File: src/rtl/fc_out_serializer_if.sv
// Handshake bundle for the FC output serializer: vector capture side,
// element stream side and the sticky drop flag.
interface fc_out_serializer_if #(
  parameter int NUM_NEURONS = 10,
  parameter int DATA_WIDTH  = 16,
  parameter int ACC_WIDTH   = 32
);
  logic                        in_valid;
  logic signed [ACC_WIDTH-1:0] fc_in [NUM_NEURONS];
  logic                        in_ready;
  logic                        out_valid;
  logic                        out_ready;
  logic signed [DATA_WIDTH-1:0] out_data;
  logic                        out_last;
  logic                        overflow;

  modport master (
    output in_valid, fc_in, out_ready,
    input  in_ready, out_valid, out_data, out_last, overflow
  );

  modport slave (
    input  in_valid, fc_in, out_ready,
    output in_ready, out_valid, out_data, out_last, overflow
  );
endinterface

File: src/rtl/fc_out_serializer.sv
// Captures a vector of layer accumulators and streams it out one requantized
// element per transfer (shift, optional ReLU, saturate).
//
// state | meaning
// IDLE  | no vector buffered, ready to capture
// SEND  | streaming buffered element idx to the output
module fc_out_serializer #(
  parameter int NUM_NEURONS = 10,
  parameter int DATA_WIDTH  = 16,
  parameter int ACC_WIDTH   = 32,
  parameter int FRAC_BITS   = 8,
  parameter int RELU_EN     = 1
) (
  input logic clk,
  input logic rst_n,
  fc_out_serializer_if.slave bus
);
  localparam int IDX_W = (NUM_NEURONS > 1) ? $clog2(NUM_NEURONS) : 1;
  localparam logic [IDX_W-1:0] LAST_IDX = IDX_W'(NUM_NEURONS - 1);

  localparam logic [0:0] ST_IDLE = 1'b0;
  localparam logic [0:0] ST_SEND = 1'b1;

  localparam logic signed [ACC_WIDTH-1:0] SAT_MAX =
    {{(ACC_WIDTH-DATA_WIDTH+1){1'b0}}, {(DATA_WIDTH-1){1'b1}}};
  localparam logic signed [ACC_WIDTH-1:0] SAT_MIN =
    {{(ACC_WIDTH-DATA_WIDTH+1){1'b1}}, {(DATA_WIDTH-1){1'b0}}};

  logic [0:0]                  state;
  logic [IDX_W-1:0]            idx;
  logic                        overflow_q;
  logic signed [ACC_WIDTH-1:0] cap_buf [NUM_NEURONS];

  logic sending;
  logic at_last;
  logic xfer;
  logic capture;
  logic drop;

  logic signed [ACC_WIDTH-1:0] shifted;
  logic signed [ACC_WIDTH-1:0] relu_val;
  logic signed [ACC_WIDTH-1:0] sat_val;

  assign sending = (state == ST_SEND);
  assign at_last = (idx == LAST_IDX);
  assign xfer    = sending & bus.out_ready;

  // Ready during the final transfer lets a new vector follow with no bubble.
  assign bus.in_ready = ~sending | (bus.out_ready & at_last);
  assign capture      = bus.in_valid & bus.in_ready;
  assign drop         = bus.in_valid & ~bus.in_ready;

  always_comb begin
    shifted  = cap_buf[idx] >>> FRAC_BITS;
    relu_val = shifted;
    if ((RELU_EN != 0) && (shifted < 0)) relu_val = '0;
    sat_val = relu_val;
    if (relu_val > SAT_MAX)      sat_val = SAT_MAX;
    else if (relu_val < SAT_MIN) sat_val = SAT_MIN;
  end

  assign bus.out_valid = sending;
  assign bus.out_data  = sending ? DATA_WIDTH'(sat_val) : '0;
  assign bus.out_last  = sending & at_last;
  assign bus.overflow  = overflow_q;

  always_ff @(posedge clk) begin
    if (!rst_n) begin
      state      <= ST_IDLE;
      idx        <= '0;
      overflow_q <= 1'b0;
    end else begin
      if (drop) overflow_q <= 1'b1;
      if (capture) begin
        state <= ST_SEND;
        idx   <= '0;
      end else if (xfer) begin
        if (at_last) state <= ST_IDLE;
        else         idx   <= idx + IDX_W'(1);
      end
    end
  end

  // Data path only; the FSM decides whether the contents are meaningful.
  always_ff @(posedge clk) begin
    if (capture) cap_buf <= bus.fc_in;
  end
endmodule
File: src/flat_wrapper.sv
// flat-port wrapper written by rule: the top's interface ports become plain ports
module fc_out_serializer_flat 
#(
  parameter int NUM_NEURONS = 10,
  parameter int DATA_WIDTH  = 16,
  parameter int ACC_WIDTH   = 32,
  parameter int FRAC_BITS   = 8,
  parameter int RELU_EN     = 1
)
  (clk, rst_n, bus_in_valid, bus_fc_in, bus_out_ready, bus_in_ready, bus_out_valid, bus_out_data, bus_out_last, bus_overflow);
  fc_out_serializer_if #(.NUM_NEURONS(NUM_NEURONS), .DATA_WIDTH(DATA_WIDTH), .ACC_WIDTH(ACC_WIDTH)) bus_i ();
  input logic clk;
  input logic rst_n;
  input wire logic [$bits(bus_i.in_valid)-1:0] bus_in_valid;
  input wire logic [$bits(bus_i.fc_in)-1:0] bus_fc_in;
  input wire logic [$bits(bus_i.out_ready)-1:0] bus_out_ready;
  output wire logic [$bits(bus_i.in_ready)-1:0] bus_in_ready;
  output wire logic [$bits(bus_i.out_valid)-1:0] bus_out_valid;
  output wire logic [$bits(bus_i.out_data)-1:0] bus_out_data;
  output wire logic [$bits(bus_i.out_last)-1:0] bus_out_last;
  output wire logic [$bits(bus_i.overflow)-1:0] bus_overflow;
  assign bus_i.in_valid = bus_in_valid;
  assign bus_i.fc_in = {>>{bus_fc_in}};
  assign bus_i.out_ready = bus_out_ready;
  assign bus_in_ready = bus_i.in_ready;
  assign bus_out_valid = bus_i.out_valid;
  assign bus_out_data = bus_i.out_data;
  assign bus_out_last = bus_i.out_last;
  assign bus_overflow = bus_i.overflow;
  fc_out_serializer #(.NUM_NEURONS(NUM_NEURONS), .DATA_WIDTH(DATA_WIDTH), .ACC_WIDTH(ACC_WIDTH), .FRAC_BITS(FRAC_BITS), .RELU_EN(RELU_EN)) u_core (.clk(clk), .rst_n(rst_n), .bus(bus_i));
endmodule
File: config.mk
export PLATFORM = sky130hd
export DESIGN_NAME = fc_out_serializer_flat
export DESIGN_NICKNAME = d
export VERILOG_FILES = /design/src/rtl/fc_out_serializer_if.sv /design/src/rtl/fc_out_serializer.sv /design/src/flat_wrapper.sv
export SDC_FILE = /design/constraint.sdc
export NUM_CORES = 1
export LEC_CHECK = 0
export ABC_CLOCK_PERIOD_IN_PS = 28400
export CELL_PAD_IN_SITES_DETAIL_PLACEMENT = 1
export CELL_PAD_IN_SITES_GLOBAL_PLACEMENT = 2
export CORE_ASPECT_RATIO = 2
export CORE_UTILIZATION = 30
export CTS_CLUSTER_DIAMETER = 100
export DETAILED_ROUTE_END_ITERATION = 6
export MAX_ROUTING_LAYER = met4
export PLACE_DENSITY = 0.86
export SYNTH_ARGS = -nofsm -noshare
export SYNTH_HDL_FRONTEND = slang
export SYNTH_SLANG_ARGS = --single-unit
File: constraint.sdc
create_clock -name clk -period 28.4 [get_ports clk]
set_clock_uncertainty 0.2 [all_clocks]
set_input_delay 2.84 -clock clk [delete_from_list [all_inputs] [get_ports clk]]
set_output_delay 2.84 -clock clk [all_outputs]
set_load 0.05 [all_outputs]
==> impl_metrics.py <==
metrics = {
    "routing": {
        "avgViaCountPerCell": 4.715,
        "first_pass_iters": 6,
        "drc": 12,
        "drt_iter0_drc": 294,
        "ant_nets": 0,
        "drt-total-wl_um": 25120,
        "wl_per_cell_um": 22.73,
        "via_count": 5210,
    },
    "critical_path": {
        "required_ps": 25360,
        "crit_start": "bus_out_ready",
        "endpoint_kind": "primary output",
        "reg2reg_slack_ps": 23850,
        "arrival_ps": 4400,
        "r2r-start": "u_core.idx[0]$_SDFFE_PP0P_",
        "worst_setup_path_start_kind": "primary input",
        "worstSetupPathType": "in2out",
        "critPathMaxFanout": 4,
        "ff2ff_path_depth": 7,
        "r2r-end": "u_core.cap_buf[12]$_DFFE_PP_",
    },
    "placement": {
        "io_buffers": 262,
        "dpl-instance-area_um2": 12210,
        "hpwl_um": 18280,
        "gp_congestion": 0.7375,
        "post-place-ws_ps": 20960,
    },
    "sta": {
        "slew_headroom_pct": 24.92,
        "fmax_ghz": 0.1343,
        "finalCritPeriodShare_pct": 26.21,
        "min_period_ps": 7444,
        "tightest_slew_ps": 1126,
        "fin_tns_setup_ps": 0,
        "setup_slack_ps": 20960,
        "setup_viol": 0,
        "finalMaxSlewViolations": 0,
        "rsz0062_at_grt": "false",
        "hold_violations": 0,
        "hold-worst-slack_ps": 323.3,
    },
    "floorplan": {
        "io_pins": 344,
        "start_util_pct": 30.51,
        "rows": 90,
        "die_y_um": 249.3,
        "coreArea_um2": 30070,
        "dieArea_um2": 31320,
        "fp.dieW_um": 125.6,
    },
    "yosys": {
        "synth_area_leaders": "edfxtp_1, mux4_2, mux2_2",
        "syn_nets": 768,
        "syn_inst": 442,
        "synth.top_cell.area_share_pct": 78.57,
        "synth_edf_count": 240,
        "ys_ff_latch": 246,
        "async_flop_share_pct": 0,
        "yosysUniqueCellTypes": 38,
        "yosysWarnings": 0,
        "yosys.area.top_type": "edfxtp_1",
        "ys.flop_type": "edfxtp_1",
        "syn_avg_cell_area_um2": 20.75,
        "syn-cell-area_um2": 9173,
        "seq_area_frac_synth_pct": 79.88,
    },
    "pwr": {
        "cellPowerDensity_nw_per_um2": 62.28,
        "p_int_mw": 0.6410,
        "power_switching_mw": 0.1654,
        "comb_power_share_pct": 9.3,
        "power_leakage_nw": 4.252,
        "switching_share_pct": 20.51,
        "p_seq_share_pct": 53.2,
        "clkPwrFrac_pct": 37.5,
        "ir_drop_mv": 0.05755,
    },
    "clock_tree": {
        "path_clk_slew_ps": 60,
        "cts_tree": "yes",
        "ctsHoldBuffers": 0,
        "cts_buffer_depth": 3,
        "htreeDepth": 1,
        "cts_root_buffer": "clkbuf_16",
        "cts_resized": 0,
        "cts_setup_buffers": 0,
        "cts_inserted_buffers": 22,
        "clkLatencyLatePin_ps": 510,
        "numClockSinks": 246,
    },
    "run_status": {
        "outcome": "finished, violations left",
        "failed_checks": "design-rule violations",
    },
    "finish": {
        "nNetsFinal": 1041,
        "syn2layout_area_growth_pct": 41.14,
        "multi_input_area_um2": 1724,
        "register_area_um2": 7332,
        "post-route-util_pct": 43.06,
        "drive_gt1_share_pct": 12.91,
        "design_area_um2": 12950,
        "nFillCells": 2852,
    },
    "global_routing": {
        "grt_antenna_before_repair": 8,
        "gr-total-overflow": 0,
        "grtUsageTotal_pct": 16.72,
        "grt_start_max_net_pins": 89,
        "grt_pass1_wl_um": 36510,
        "grt_pass1_vias": 6008,
    },
    "run": {
        "drv_cap": 0,
    },
    "worst_hold_path": {
        "hp-class": "reg2reg",
        "min_path_cells": 2,
        "min_to": "u_core.bus.overflow$_SDFFE_PN0P_",
        "min_from": "u_core.bus.overflow$_SDFFE_PN0P_",
    },
}
==> per-layer routing <==
layer | GRT usage [%] | vias to the layer above | routed length, µm | part of all wire (%)
met3 | 2.577 | 38 | 1222 | 4.9
met2 | 33.83 | 175 | 15430 | 61
li1 | - | 2385 | - | -
met1 | 14.44 | 2612 | 7737 | 31
met4 | 7.700 | 0 | 733 | 2.9
met5 | - | - | 0 | 0
==> synthesized netlist by cell type (3+ instances only) <==
cell type,instances
a22oi_1,3
mux2_2,16
mux4_2,32
inv_1,4
a22o_1,15
buf_2,7
nor2_1,10
dfxtp_1,6
mux2i_1,3
nor3_1,5
buf_4,7
nand3_1,4
or4_1,3
edfxtp_1,240
a31oi_1,15
nand2_1,8
nor4_1,13
a21oi_1,19
clkbuf_1,4
nor2b_1,3
==> cells by family (layout without fill, tap and decap cells) <==
group / count (synthesis) / in the layout / share of synthesized area (%)
AO/OA/AOI/OAI: 62 / 62 / 4.679
XOR/XNOR: 3 / 3 / 0.2865
adder cells (fa/ha/maj): 2 / 2 / 0.2728
buffers and inverters: 24 / 310 / 1.528
flip-flops: 246 / 246 / 79.88
multiplexers: 51 / 51 / 10.15
other: 1 / 10 / 0.04088
AND/OR/NAND/NOR: 53 / 53 / 3.165
==> critical path: stages <==
cell and delay [ps]:
clkdlybuf4s50_1 420, a21boi_1 350, inv_1 80, clkdlybuf4s50_1 710
==> power groups by stage <==
stage	registers, mW	clock network [mW]	logic, mW
after floorplan	0.442	0	0.0305
after global placement	0.435	0	0.0737
after detailed placement	0.437	0	0.0758
after CTS	0.429	0.312	0.0761
after global routing	0.430	0.325	0.0798
final	0.429	0.303	0.0748
==> registers in the layout, indices dropped and copies added, names as in the netlist <==
register,flops
u_core.bus.out_valid,1
u_core.bus.overflow,1
u_core.cap_buf,240
u_core.idx,4
==> stage by stage <==
stage               total power, mW  cells
finish                       0.8063   1105
global placement             0.5086   1059
detailed placement           0.5125   1059
CTS                          0.8176   1096
global route                 0.8350   1105
floorplan                    0.4723    442
==> how the worst max path moves through the flow <==
stage | end | slack [ps] | cells past startpoint
6_report | bus_in_ready | 20960 | 4
2_1_floorplan | u_core.idx[0]$_SDFFE_PP0P_ | 13690 | 4
4_1_cts | bus_out_data[4] | 20810 | 6
3_3_place_gp | bus_in_ready | 20940 | 4
3_5_place_dp | bus_in_ready | 20960 | 4
5_1_grt | bus_out_data[4] | 20750 | 6
==> cells in the final DEF, fill, tap and decap left out, types with 4 or more instances in the layout <==
cell | Yosys | routed
clkdlybuf4s50_1 | 0 | 262
edfxtp_1 | 240 | 240
mux4_2 | 32 | 32
clkbuf_16 | 0 | 23
a21oi_1 | 19 | 19
mux2_2 | 16 | 16
a22o_1 | 15 | 15
a31oi_1 | 15 | 15
nor4_1 | 13 | 13
diode_2 | 0 | 9
nor2_1 | 10 | 9
nand2_1 | 8 | 8
buf_4 | 7 | 7
nor3_1 | 5 | 5
inv_1 | 4 | 4
nand3_1 | 4 | 4
clkbuf_1 | 4 | 4
clkinv_2 | 0 | 4
dfxtp_1 | 6 | 4
==> area by class of cell <==
cell class | instances | area share (%)
Inverter | 4 | 0.1160
Clock inverter | 10 | 0.9761
Sequential cell | 246 | 56.63
Timing Repair Buffer | 269 | 20.66
Multi-Input combinational cell | 172 | 13.32
Antenna cell | 9 | 0.1740
Clock buffer | 27 | 4.562
Tap cell | 368 | 3.557
Note: power is estimated with default switching activity, not from simulation.
